`src/rtl/adder_tree_sequencer.sv`:
```
// ---------------------------------------------------------------------------
// adder_tree_sequencer
//
// Computes popcount(spikes & weights) over an N_IN-bit vector by reusing one
// combinational adder tree (CHUNK = 2**(N_STAGE+1) inputs) over N_CHUNKS
// consecutive cycles, accumulating the partial counts.
//
// Parameters
//   N_STAGE   adder tree depth; CHUNK = 2**(N_STAGE+1) bits per chunk
//   N_CHUNKS  chunks per update; N_IN = CHUNK*N_CHUNKS
//
// Ports
//   clk        rising-edge clock
//   reset      synchronous, active-high reset
//   spikes     N_IN-bit presynaptic spike vector
//   weights    N_IN-bit binary weights
//   in_valid   spikes/weights valid
//   in_ready   high only in IDLE
//   sum        SUM_W-bit result, held stable while out_valid is high
//   out_valid  result valid (DONE state)
//   out_ready  consumer accepts the result
//   busy       high in any state other than IDLE
//   dbg_state  current FSM state (IDLE=0, ACCUM=1, DONE=2)
//
// Handshake: a transfer occurs on a rising edge where valid and ready are both
// high; valid never depends on ready, and a producer holding valid keeps its
// payload stable until the transfer.
//
// Feature macro SEQ_PIPE_EN: registers the tree output before the
// accumulator; ACCUM then lasts N_CHUNKS+1 cycles (first cycle fills the
// pipeline register). Default build (macro undefined) is fully combinational
// from tree to accumulator.
// ---------------------------------------------------------------------------
module adder_tree_sequencer #(
    parameter int N_STAGE  = 2,
    parameter int N_CHUNKS = 4,
    localparam int CHUNK   = 2 ** (N_STAGE + 1),
    localparam int N_IN    = CHUNK * N_CHUNKS,
    localparam int SUM_W   = $clog2(N_IN + 1)
) (
    input  logic             clk,
    input  logic             reset,
    input  logic [N_IN-1:0]  spikes,
    input  logic [N_IN-1:0]  weights,
    input  logic             in_valid,
    output logic             in_ready,
    output logic [SUM_W-1:0] sum,
    output logic             out_valid,
    input  logic             out_ready,
    output logic             busy,
    output logic [1:0]       dbg_state
);

    localparam int TREE_W = N_STAGE + 2;  // popcount of CHUNK bits
    localparam int CNT_W  = (N_CHUNKS > 1) ? $clog2(N_CHUNKS) : 1;
    localparam logic [CNT_W-1:0] LAST_CHUNK = CNT_W'(N_CHUNKS - 1);

    typedef enum logic [1:0] {
        IDLE  = 2'd0,
        ACCUM = 2'd1,
        DONE  = 2'd2
    } state_t;

    state_t            r_state;
    state_t            w_next;
    logic [N_IN-1:0]   r_operand;
    logic [SUM_W-1:0]  r_acc;
    logic [CNT_W-1:0]  r_cnt;
    logic [CHUNK-1:0]  w_chunk;
    logic [TREE_W-1:0] w_tree;
    logic              w_last;

`ifdef SEQ_PIPE_EN
    logic [TREE_W-1:0] r_tree;
    logic              r_pipe_vld;  // r_tree holds a real chunk count
    logic              r_tail;      // last chunk issued, draining r_tree
`endif

    // ------------------------------------------------------------------
    // Adder tree: leaf level adds bit pairs, then N_STAGE pairwise levels.
    // ------------------------------------------------------------------
    assign w_chunk = r_operand[CHUNK*r_cnt +: CHUNK];

    for (genvar l = 0; l <= N_STAGE; l++) begin : g_lvl
        localparam int NODES = CHUNK >> (l + 1);
        logic [TREE_W-1:0] w_node [NODES];
        for (genvar i = 0; i < NODES; i++) begin : g_node
            if (l == 0) begin : g_leaf
                assign w_node[i] = TREE_W'(w_chunk[2*i]) + TREE_W'(w_chunk[2*i+1]);
            end else begin : g_add
                assign w_node[i] = g_lvl[l-1].w_node[2*i] + g_lvl[l-1].w_node[2*i+1];
            end
        end
    end

    assign w_tree = g_lvl[N_STAGE].w_node[0];
    assign w_last = (r_cnt == LAST_CHUNK);

    // ------------------------------------------------------------------
    // FSM: state register
    // ------------------------------------------------------------------
    always_ff @(posedge clk) begin
        if (reset) r_state <= IDLE;
        else       r_state <= w_next;
    end

    // FSM: next state
    always_comb begin
        w_next = r_state;
        case (r_state)
            IDLE:  if (in_valid) w_next = ACCUM;
`ifdef SEQ_PIPE_EN
            ACCUM: if (r_tail) w_next = DONE;
`else
            ACCUM: if (w_last) w_next = DONE;
`endif
            DONE:  if (out_ready) w_next = IDLE;
            default: w_next = IDLE;
        endcase
    end

    // FSM: outputs
    always_comb begin
        in_ready  = (r_state == IDLE);
        out_valid = (r_state == DONE);
        busy      = (r_state != IDLE);
        dbg_state = r_state;
    end

    // ------------------------------------------------------------------
    // Datapath
    // ------------------------------------------------------------------
    always_ff @(posedge clk) begin
        if (reset) begin
            r_operand <= '0;
            r_acc     <= '0;
            r_cnt     <= '0;
`ifdef SEQ_PIPE_EN
            r_tree     <= '0;
            r_pipe_vld <= 1'b0;
            r_tail     <= 1'b0;
`endif
        end else begin
            case (r_state)
                IDLE: begin
                    if (in_valid) begin
                        r_operand <= spikes & weights;
                        r_acc     <= '0;
                        r_cnt     <= '0;
`ifdef SEQ_PIPE_EN
                        r_tree     <= '0;
                        r_pipe_vld <= 1'b0;
                        r_tail     <= 1'b0;
`endif
                    end
                end
                ACCUM: begin
`ifdef SEQ_PIPE_EN
                    r_tree     <= w_tree;
                    r_pipe_vld <= 1'b1;
                    if (r_pipe_vld) r_acc <= r_acc + SUM_W'(r_tree);
                    // Counter freezes at 0 once the last chunk has been issued.
                    if (!r_tail) begin
                        r_cnt  <= w_last ? '0 : r_cnt + CNT_W'(1);
                        r_tail <= w_last;
                    end
`else
                    r_acc <= r_acc + SUM_W'(w_tree);
                    r_cnt <= w_last ? '0 : r_cnt + CNT_W'(1);
`endif
                end
                default: ;  // DONE holds the result
            endcase
        end
    end

    assign sum = r_acc;

endmodule

```
`config.mk`:
```
export PLATFORM = sky130hd
export DESIGN_NAME = adder_tree_sequencer
export DESIGN_NICKNAME = d
export VERILOG_FILES = /design/src/rtl/adder_tree_sequencer.sv
export SDC_FILE = /design/constraint.sdc
export NUM_CORES = 1
export LEC_CHECK = 0
export CAP_MARGIN = 10
export CORE_ASPECT_RATIO = 1.5
export CORE_UTILIZATION = 25
export DETAILED_ROUTE_END_ITERATION = 7
export HOLD_SLACK_MARGIN = 0.06
export PLACE_DENSITY = 0.49
export SLEW_MARGIN = 15
export SYNTH_ARGS = -nofsm -noshare
export SYNTH_HDL_FRONTEND = slang
export SYNTH_SLANG_ARGS = --single-unit
```
`constraint.sdc`:
```
create_clock -name clk -period 12.29 [get_ports clk]
set_input_delay 3.0725 -clock clk [delete_from_list [all_inputs] [get_ports clk]]
set_output_delay 3.0725 -clock clk [all_outputs]
set_load 0.03 [all_outputs]
```
Word-level counts from Yosys, hierarchy flattened
Cells that the tools add are included.
- add/sub/neg operators: 9
- eq/ne operators: 6
- shift operators: 1
- muxes and demuxes: 9
- bitwise logic cells: 1
- reductions and logical operators: 6
- operator list (operator ; number):
    32-bit AND ; 1
    32-bit by 6-bit indexed part select with 8-bit output ; 1
    6-bit case mux with 2 select lines ; 1
    2-bit two-way mux ; 5
    1-bit by 1-bit adder with 2-bit output ; 4
    2-bit by 2-bit adder with 3-bit output ; 2
    6-bit by 4-bit adder with 6-bit output ; 1
    6-bit two-way mux ; 1
    2-bit case mux with 3 select lines ; 1
    3-bit by 3-bit adder with 4-bit output ; 1
    2-bit == test (second input constant) ; 2
    2-bit inequality test (second input constant) ; 2
    2-bit case mux with 2 select lines ; 1
    2-bit AND reduction ; 2
    2-bit nonzero test ; 2
    3-bit AND reduction ; 1
    2-bit by 1-bit adder with 2-bit output (second input constant) ; 1
    2-bit by 1-bit == test with 1-bit output (second input constant) ; 1
    2-bit logical NOT ; 1
    2-bit by 1-bit inequality test with 1-bit output (second input constant) ; 1
- register bits: 42
- bits of input ports: 68
- output and inout port bits: 11
- logic and storage cells: 36

Longest topological paths before layout
Gate-level depths: netlist of the first run.
- word-level depth: 6
- depth in mapped cells: 14
- mapped depth without buffers: 13

Worst setup path before layout of the first run
OpenSTA, ideal clock, no wires.
- path type: reg-to-output
- start: register r_state[1] (netlist: dbg_state[1])
- end: output out_valid
- arrival: 1160 ps
- data required time: 9217 ps
- path slack: 8057 ps
- stages on the path, launching flop included: 2
- buffers on the path: 0
- cells stage by stage: dfxtp_1 > nor2b_1
- word-level cells in the longest chain between the ends: 1
- ends and longest elaborated chain (item ; line ; text):
    from (decl) ; 64 ; state_t r_state;
    from (signal assigned) ; 104 ; else r_state <= w_next;
    2-bit == test ; 125 ; out_valid = (r_state == DONE);
    to (decl) ; 48 ; output logic out_valid,
Every way passes these cells.

Worst setup path after layout of the first run
- start: register r_state[1] (netlist: dbg_state[1])
- end: output in_ready
- word-level cells in the longest chain between the ends: 1
- ends and longest elaborated chain (item ; line ; text):
    2-bit logical NOT ; 124 ; in_ready = (r_state == IDLE);
    to (decl) ; 46 ; output logic in_ready,
Every way passes these cells.

==> metrics.md, run 1 <==
| Metric | Value |
|---|---|
| Worst-path clk slew | 0.06 ns |
| Max H-tree Level | 2 |
| Layout Nets | 390 |
| Post-synth top cells | 42 x dfxtp_1, 36 x a21oi_1, 35 x nand2_1, 35 x nand3_1, 16 x nor2_1 |
| # IOs | 79 |
| Port-buffer cells | 78 |
| Tot Pwr | 338 µW |
| DR vias | 1920 |
| DRC viols | 0 |
| Initial Util | 26.0% |
| Skew-Pair Late Insertion Delay | 0.28 ns |
| Min Tclk post-route | 4.79 ns |
| Syn. warnings | 0 |
| Power per cell area | 110 nW/µm² |
| Hold path start | r_operand[13] |
| Antenna viol nets, final | 0 |
| TritonCTS clock tree | yes |
| Fin. Hold Viols | 0 |
| RSZ-0062 raised after global routing | no |
| Period utilisation layout | 39.0% |
| Syn Inst Count | 238 |
| Worst-margin pin slew | 0.605 ns |
| TNS Setup | 0 ns |
| CTS Buf Count | 5 |
| Area of the mapped netlist | 2100 µm² |
| Routed WL | 5.21 mm |
| Die width | 76.8 µm |
| Hpwl dp | 3.79 mm |
| Final setup vio count | 0 |
| Static leakage | 0.00110 µW |
| Syn avg cell area | 8.81 µm² |
| Routed wire per std cell | 12.5 µm |
| Leading post-synthesis cells by cell area | dfxtp_1 40%, a21oi_1 8.6%, mux4_2 8.6% |
| Ys async rst share | 0% |
| Pin count of the biggest net entering global routing | 47 |
| Max-cap viol count | 0 |
| Hold WC Path Type | reg -> reg |
| Placement Cell Area | 2940 µm² |
| Drt first pass iters | 4 |
| Row cnt | 40 |
| Max-slew violation count | 0 |
| Yosys top cell area share | 40.1% |
| Core box area | 8060 µm² |
| Post-synth EDFFs | 0 |
| PostCTS Resize Cnt | 0 |
| Status | completed |
| Post-synthesis cell type count | 30 |
| Skew final | 0.00718 ns |
| Sink Count | 42 |
| Worst-path maximum fanout | 8 |
| Crit Path Class | reg -> out |
| CTS Buffer Depth | 2 |
| Drt first-iter violations | 37 |
| Die Ht | 114 µm |
| Top-count cell post-synth | dfxtp_1 |
| Slew margin rel. | 59.6% |
| Vias in the first global route | 2048 |
| Peak Freq | 209 MHz |
| Flops & latches, synth | 42 |
| Crit path required time | 9.22 ns |
| Final instance area | 3080 µm² |
| Sequential area share after synthesis | 40.1% |
| Post-cts hold buffer count | 0 |
| First-pass GRT wire length | 9.23 mm |
| Initial antenna violation count | 0 |
| Gr ovfl total | 0 |
| CP Launch Type | flip-flop |
| CTS root buf | clkbuf_16 |
| FF-to-FF Start | r_cnt[0] |
| Via density | 4.62 |
| Synth area leader | dfxtp_1 |
| Worst EP arrival | 1.72 ns |
| Setup repair bufs after CTS | 0 |
| Total Routing Usage GR | 13.3% |
| Max rail drop VDD | 0.0639 mV |
| Die area | 8760 µm² |
| Endpoint class of the critical path | output pin |
| Critical Path Source | dbg_state[1] |
| GPL Wtd Cong | 0.732 |
| Antenna fix cells | 0 |
| Layout cell share with drive strength beyond 1 | 7.07% |
| Synthesized Nets | 318 |
| Area Overhead vs Synth | 47.2% |
| Main synth FF type | dfxtp_1 |
[cell type report]
class	count	area (µm²)
fillers	846	4970
repair buffers	80	796
flip-flops and latches	42	841
clock buffers	7	143
well taps	105	131
clock inverters	1	5.00
multi-input cells	167	1120
inverters	14	52.6
[where the power goes]
group	switching, µW	internal [µW]	leakage, µW	total [µW]
logic	25.5	33.5	0.000688	58.9
clock network	51.6	80.5	0.0000739	132
registers	5.03	142	0.000342	147
total	82.1	256	0.00110	338
[per-layer routing]
metal	vias to the layer above	share of wire [%]	track usage, %
li1	970	-	-
met1	888	41	14.1
met2	58	55	25.5
met3	4	3.4	2.71
met4	0	1.2	5.26
met5	-	0	0
[state kept, by name, indices dropped and copies added (netlist names)]
| signal | flops |
|---|---|
| r_cnt | 2 |
| dbg_state | 2 |
| sum | 6 |
| r_operand | 32 |
[cell usage in the layout, fill, tap and decap left out, types with 4 or more instances in the layout]
master,instances
a21oi_1,36
mux4_2,8
nand3_1,35
nand2_1,35
fa_1,5
inv_1,14
a31oi_1,4
ha_1,7
nand2b_1,4
nor2_1,16
clkdlybuf4s50_1,78
dfxtp_1,42
clkbuf_16,5
[per-stage QoR]
step / hold WS, ns / instances / utilization [%] / worst slack, ns
CTS: 0.452 / 416 / 38.3 / 7.49
detailed placement: 0.444 / 408 / 36.4 / 7.65
floorplan: 0.429 / 238 / - / 8.06
finish: 0.450 / 416 / 38.3 / 7.50
global placement: 0.437 / 408 / 36.4 / 7.67
global route: 0.474 / 416 / 38.3 / 7.43
[worst paths after layout]
path                   end  slack [ns]  cells after the start
max               in_ready        7.50                      3
min          r_operand[13]        0.45                      2
max reg2reg         sum[4]        7.82                     13
min reg2reg  r_operand[13]        0.45                      2
[worst max-delay path, cell delays in order, from the launching register on]
cell and delay [ns]:
dfxtp_1 0.39, or2_2 0.34, inv_1 0.05, clkdlybuf4s50_1 0.65
[kinds of logic (layout without fill, tap and decap cells)]
| logic type | count (synthesis) | count (layout) | share of synthesized area [%] |
|---|---|---|---|
| AOI/OAI and AO/OA | 45 | 45 | 11.5 |
| adders and majority gates | 12 | 12 | 8.96 |
| buffers and inverters | 29 | 102 | 6.63 |
| DFF | 42 | 42 | 40.1 |
| muxes | 9 | 9 | 9.13 |
| and+or+nand+nor | 101 | 101 | 23.6 |
No activity file was read; power rests on OpenSTA's default activity.
==> run 2, diff against run 1 <==
--- a/config.mk
+++ b/config.mk
@@ -10,7 +10,7 @@
 export CORE_UTILIZATION = 25
 export DETAILED_ROUTE_END_ITERATION = 7
 export HOLD_SLACK_MARGIN = 0.06
-export PLACE_DENSITY = 0.49
+export PLACE_DENSITY = 0.51
 export SLEW_MARGIN = 15
 export SYNTH_ARGS = -nofsm -noshare
 export SYNTH_HDL_FRONTEND = slang
==> constraint.sdc (replaced) <==
create_clock -name clk -period 4.4 [get_ports clk]
set_input_delay 1.1 -clock clk [delete_from_list [all_inputs] [get_ports clk]]
set_output_delay 1.1 -clock clk [all_outputs]
set_load 0.03 [all_outputs]
==> run 2 against run 1 <==
Compared with the run above:
- sequential cell count stayed put
- final cell count is 0.24% higher
- register-to-register slack worse by 7.6 ns
- largest cell class unchanged
- sequential share of layout area is 0.19 points lower
- via count is 1.9% lower
- worst hold slack worse by 0.0027 ns
- combinational power grew to 2.9 times the previous value
- critical path type is now reg -> reg
- global-route usage is 0.49 points lower
- non-clock buffer count is 1 higher
- critical path depth is 10 higher
==> metrics.md, run 2 (synthesized netlist as in run 1, its figures left out) <==
| Metric | Value |
|---|---|
| Fill count | 821 (-3.0%) |
| Worst-margin pin slew | 0.842 ns (+0.237 ns) |
| Area Overhead vs Synth | 48.2% |
| Worst EP arrival | 4.37 ns (+2.65 ns) |
| Sink Count | 42 (unchanged) |
| CTS Buffer Depth | 2 (unchanged) |
| Slew margin rel. | 43.9% (-16 points) |
| Max H-tree Level | 2 (unchanged) |
| CP Launch Type | flip-flop |
| Die width | 76.8 µm (unchanged) |
| Static leakage | 0.00111 µW (+0.82%) |
| Max-cap viol count | 0 (unchanged) |
| Max-slew violation count | 0 (unchanged) |
| Drt first pass iters | 4 (unchanged) |
| Hpwl dp | 3.95 mm (+4.1%) |
| Layout cell share with drive strength beyond 1 | 7.69% (+0.62 points) |
| Routed WL | 5.22 mm (+0.19%) |
| FF-to-FF Start | r_cnt[1] |
| Skew-Pair Late Insertion Delay | 0.28 ns (about the same) |
| Final setup vio count | 0 (unchanged) |
| PostCTS Resize Cnt | 0 (unchanged) |
| Hold WS | 0.448 ns (-0.00266 ns) |
| Worst-path maximum fanout | 3 (-5) |
| Hold WC Path Type | reg -> reg |
| Worst-path clk slew | 0.06 ns (about the same) |
| Vias in the first global route | 1859 (-9.2%) |
| Tot Pwr | 989 µW (+190%) |
| CTS Buf Count | 5 (unchanged) |
| Status | completed |
| Max rail drop VDD | 0.241 mV (+280%) |
| Peak Freq | 241 MHz |
| Total Routing Usage GR | 12.8% (-0.49 points) |
| Crit path required time | 4.61 ns (-4.61 ns) |
| Die Ht | 114 µm (unchanged) |
| Period utilisation layout | 94.4% |
| Initial antenna violation count | 0 (unchanged) |
| Initial Util | 26.0% (unchanged) |
| Core box area | 8060 µm² (unchanged) |
| DRC viols | 0 (unchanged) |
| GPL Wtd Cong | 0.765 (+4.4%) |
| Power per cell area | 318 nW/µm² (+190%) |
| TNS Setup | 0 ns (unchanged) |
| Hold depth | 2 (unchanged) |
| Die area | 8760 µm² (unchanged) |
| RSZ-0062 raised after global routing | no |
| Commonest non-fill, non-tap cells in the layout | 77 x clkdlybuf4s50_1, 42 x dfxtp_1, 36 x a21oi_1 |
| Drt first-iter violations | 84 (+130%) |
| Setup repair bufs after CTS | 0 (unchanged) |
| DR vias | 1883 (-1.9%) |
| Reg2Reg Capture Point | sum[4] |
| Crit Path Class | reg -> reg |
| Place WS | 0.223 ns (-7.43 ns) |
| Hold path start | r_operand[0] |
| Min-Delay Endpoint | r_operand[0] |
| Final setup margin | 0.244 ns (-7.26 ns) |
| TritonCTS clock tree | yes |
| Port-buffer cells | 78 (unchanged) |
| Max FFs per register | 32 (unchanged) |
| R2R cell count | 13 (unchanged) |
| Skew final | 0.00541 ns (-0.00177 ns) |
| Routed wire per std cell | 12.5 µm (about the same) |
| Post-cts hold buffer count | 0 (unchanged) |
| # IOs | 79 (unchanged) |
| Reg with most FFs | r_operand |
| Antenna viol nets, final | 0 (unchanged) |
| Gr ovfl total | 0 (unchanged) |
| Row cnt | 40 (unchanged) |
| Pin count of the biggest net entering global routing | 47 (unchanged) |
| Layout Nets | 391 (+0.26%) |
| First-pass GRT wire length | 8.89 mm (-3.7%) |
| R2R setup slack | 0.24 ns (-7.58 ns) |
| Min Tclk post-route | 4.16 ns |
| CTS root buf | clkbuf_16 |
| Via density | 4.52 (-2.2%) |
| Fin. Hold Viols | 0 (unchanged) |
| Antenna fix cells | 0 (unchanged) |
| Commonest non-fill, non-tap cell in the layout | clkdlybuf4s50_1 |
| Endpoint class of the critical path | flip-flop |
-- run 2: how the worst max path moves through the flow --
stage	start	end	slack [ns]	cells after the start
global placement	r_cnt[1]	sum[4]	0.30	13
global route	r_cnt[1]	sum[4]	0.0002	13
floorplan	r_cnt[1]	sum[4]	0.27	14
CTS	r_cnt[1]	sum[4]	0.21	13
finish	r_cnt[1]	sum[4]	0.24	13
detailed placement	r_cnt[1]	sum[4]	0.22	13
-- run 2: layout make-up --
type	count	area, µm²	share of cell area [%]
clock inverter	2	37.5	1.21
sequential	42	841	27.1
multi-input combinational	167	1120	35.9
timing repair buffer	81	798	25.7
tap	105	131	4.23
clock buffer	6	129	4.15
inverter	14	52.6	1.69
-- run 2: per-stage QoR --
stage          area (µm²)  util, %  instances
2_1_floorplan        2100        -        238
3_3_place_gp         2940     36.5        409
3_5_place_dp         2940     36.5        409
4_1_cts              3110     38.5        417
5_1_grt              3110     38.5        417
6_report             3110     38.5        417
-- run 2: critical path, cell delays in order (launching register included) --
cell      delay (ns)
dfxtp_1         0.39
mux4_2          0.51
inv_1           0.09
fa_1            0.41
inv_1           0.09
fa_1            0.39
inv_1           0.09
fa_1            0.42
fa_1            0.47
fa_1            0.40
nand2b_1        0.17
a211oi_1        0.24
mux2_2          0.36
nor2_1          0.07
-- run 2: routing by layer --
layer | part of all wire [%] | global-route usage (%) | vias up
li1 | - | - | 967
met1 | 43 | 15.7 | 853
met2 | 51 | 22.1 | 53
met3 | 3.6 | 2.23 | 10
met4 | 2.0 | 5.38 | 0
met5 | 0 | 0 | -
-- run 2: report_power, final --
group	switching (µW)	leakage, µW	internal, µW
combinational	76.6	0.000694	94.2
sequential	10.5	0.000342	396
clock	144	0.0000771	268
total	231	0.00111	758
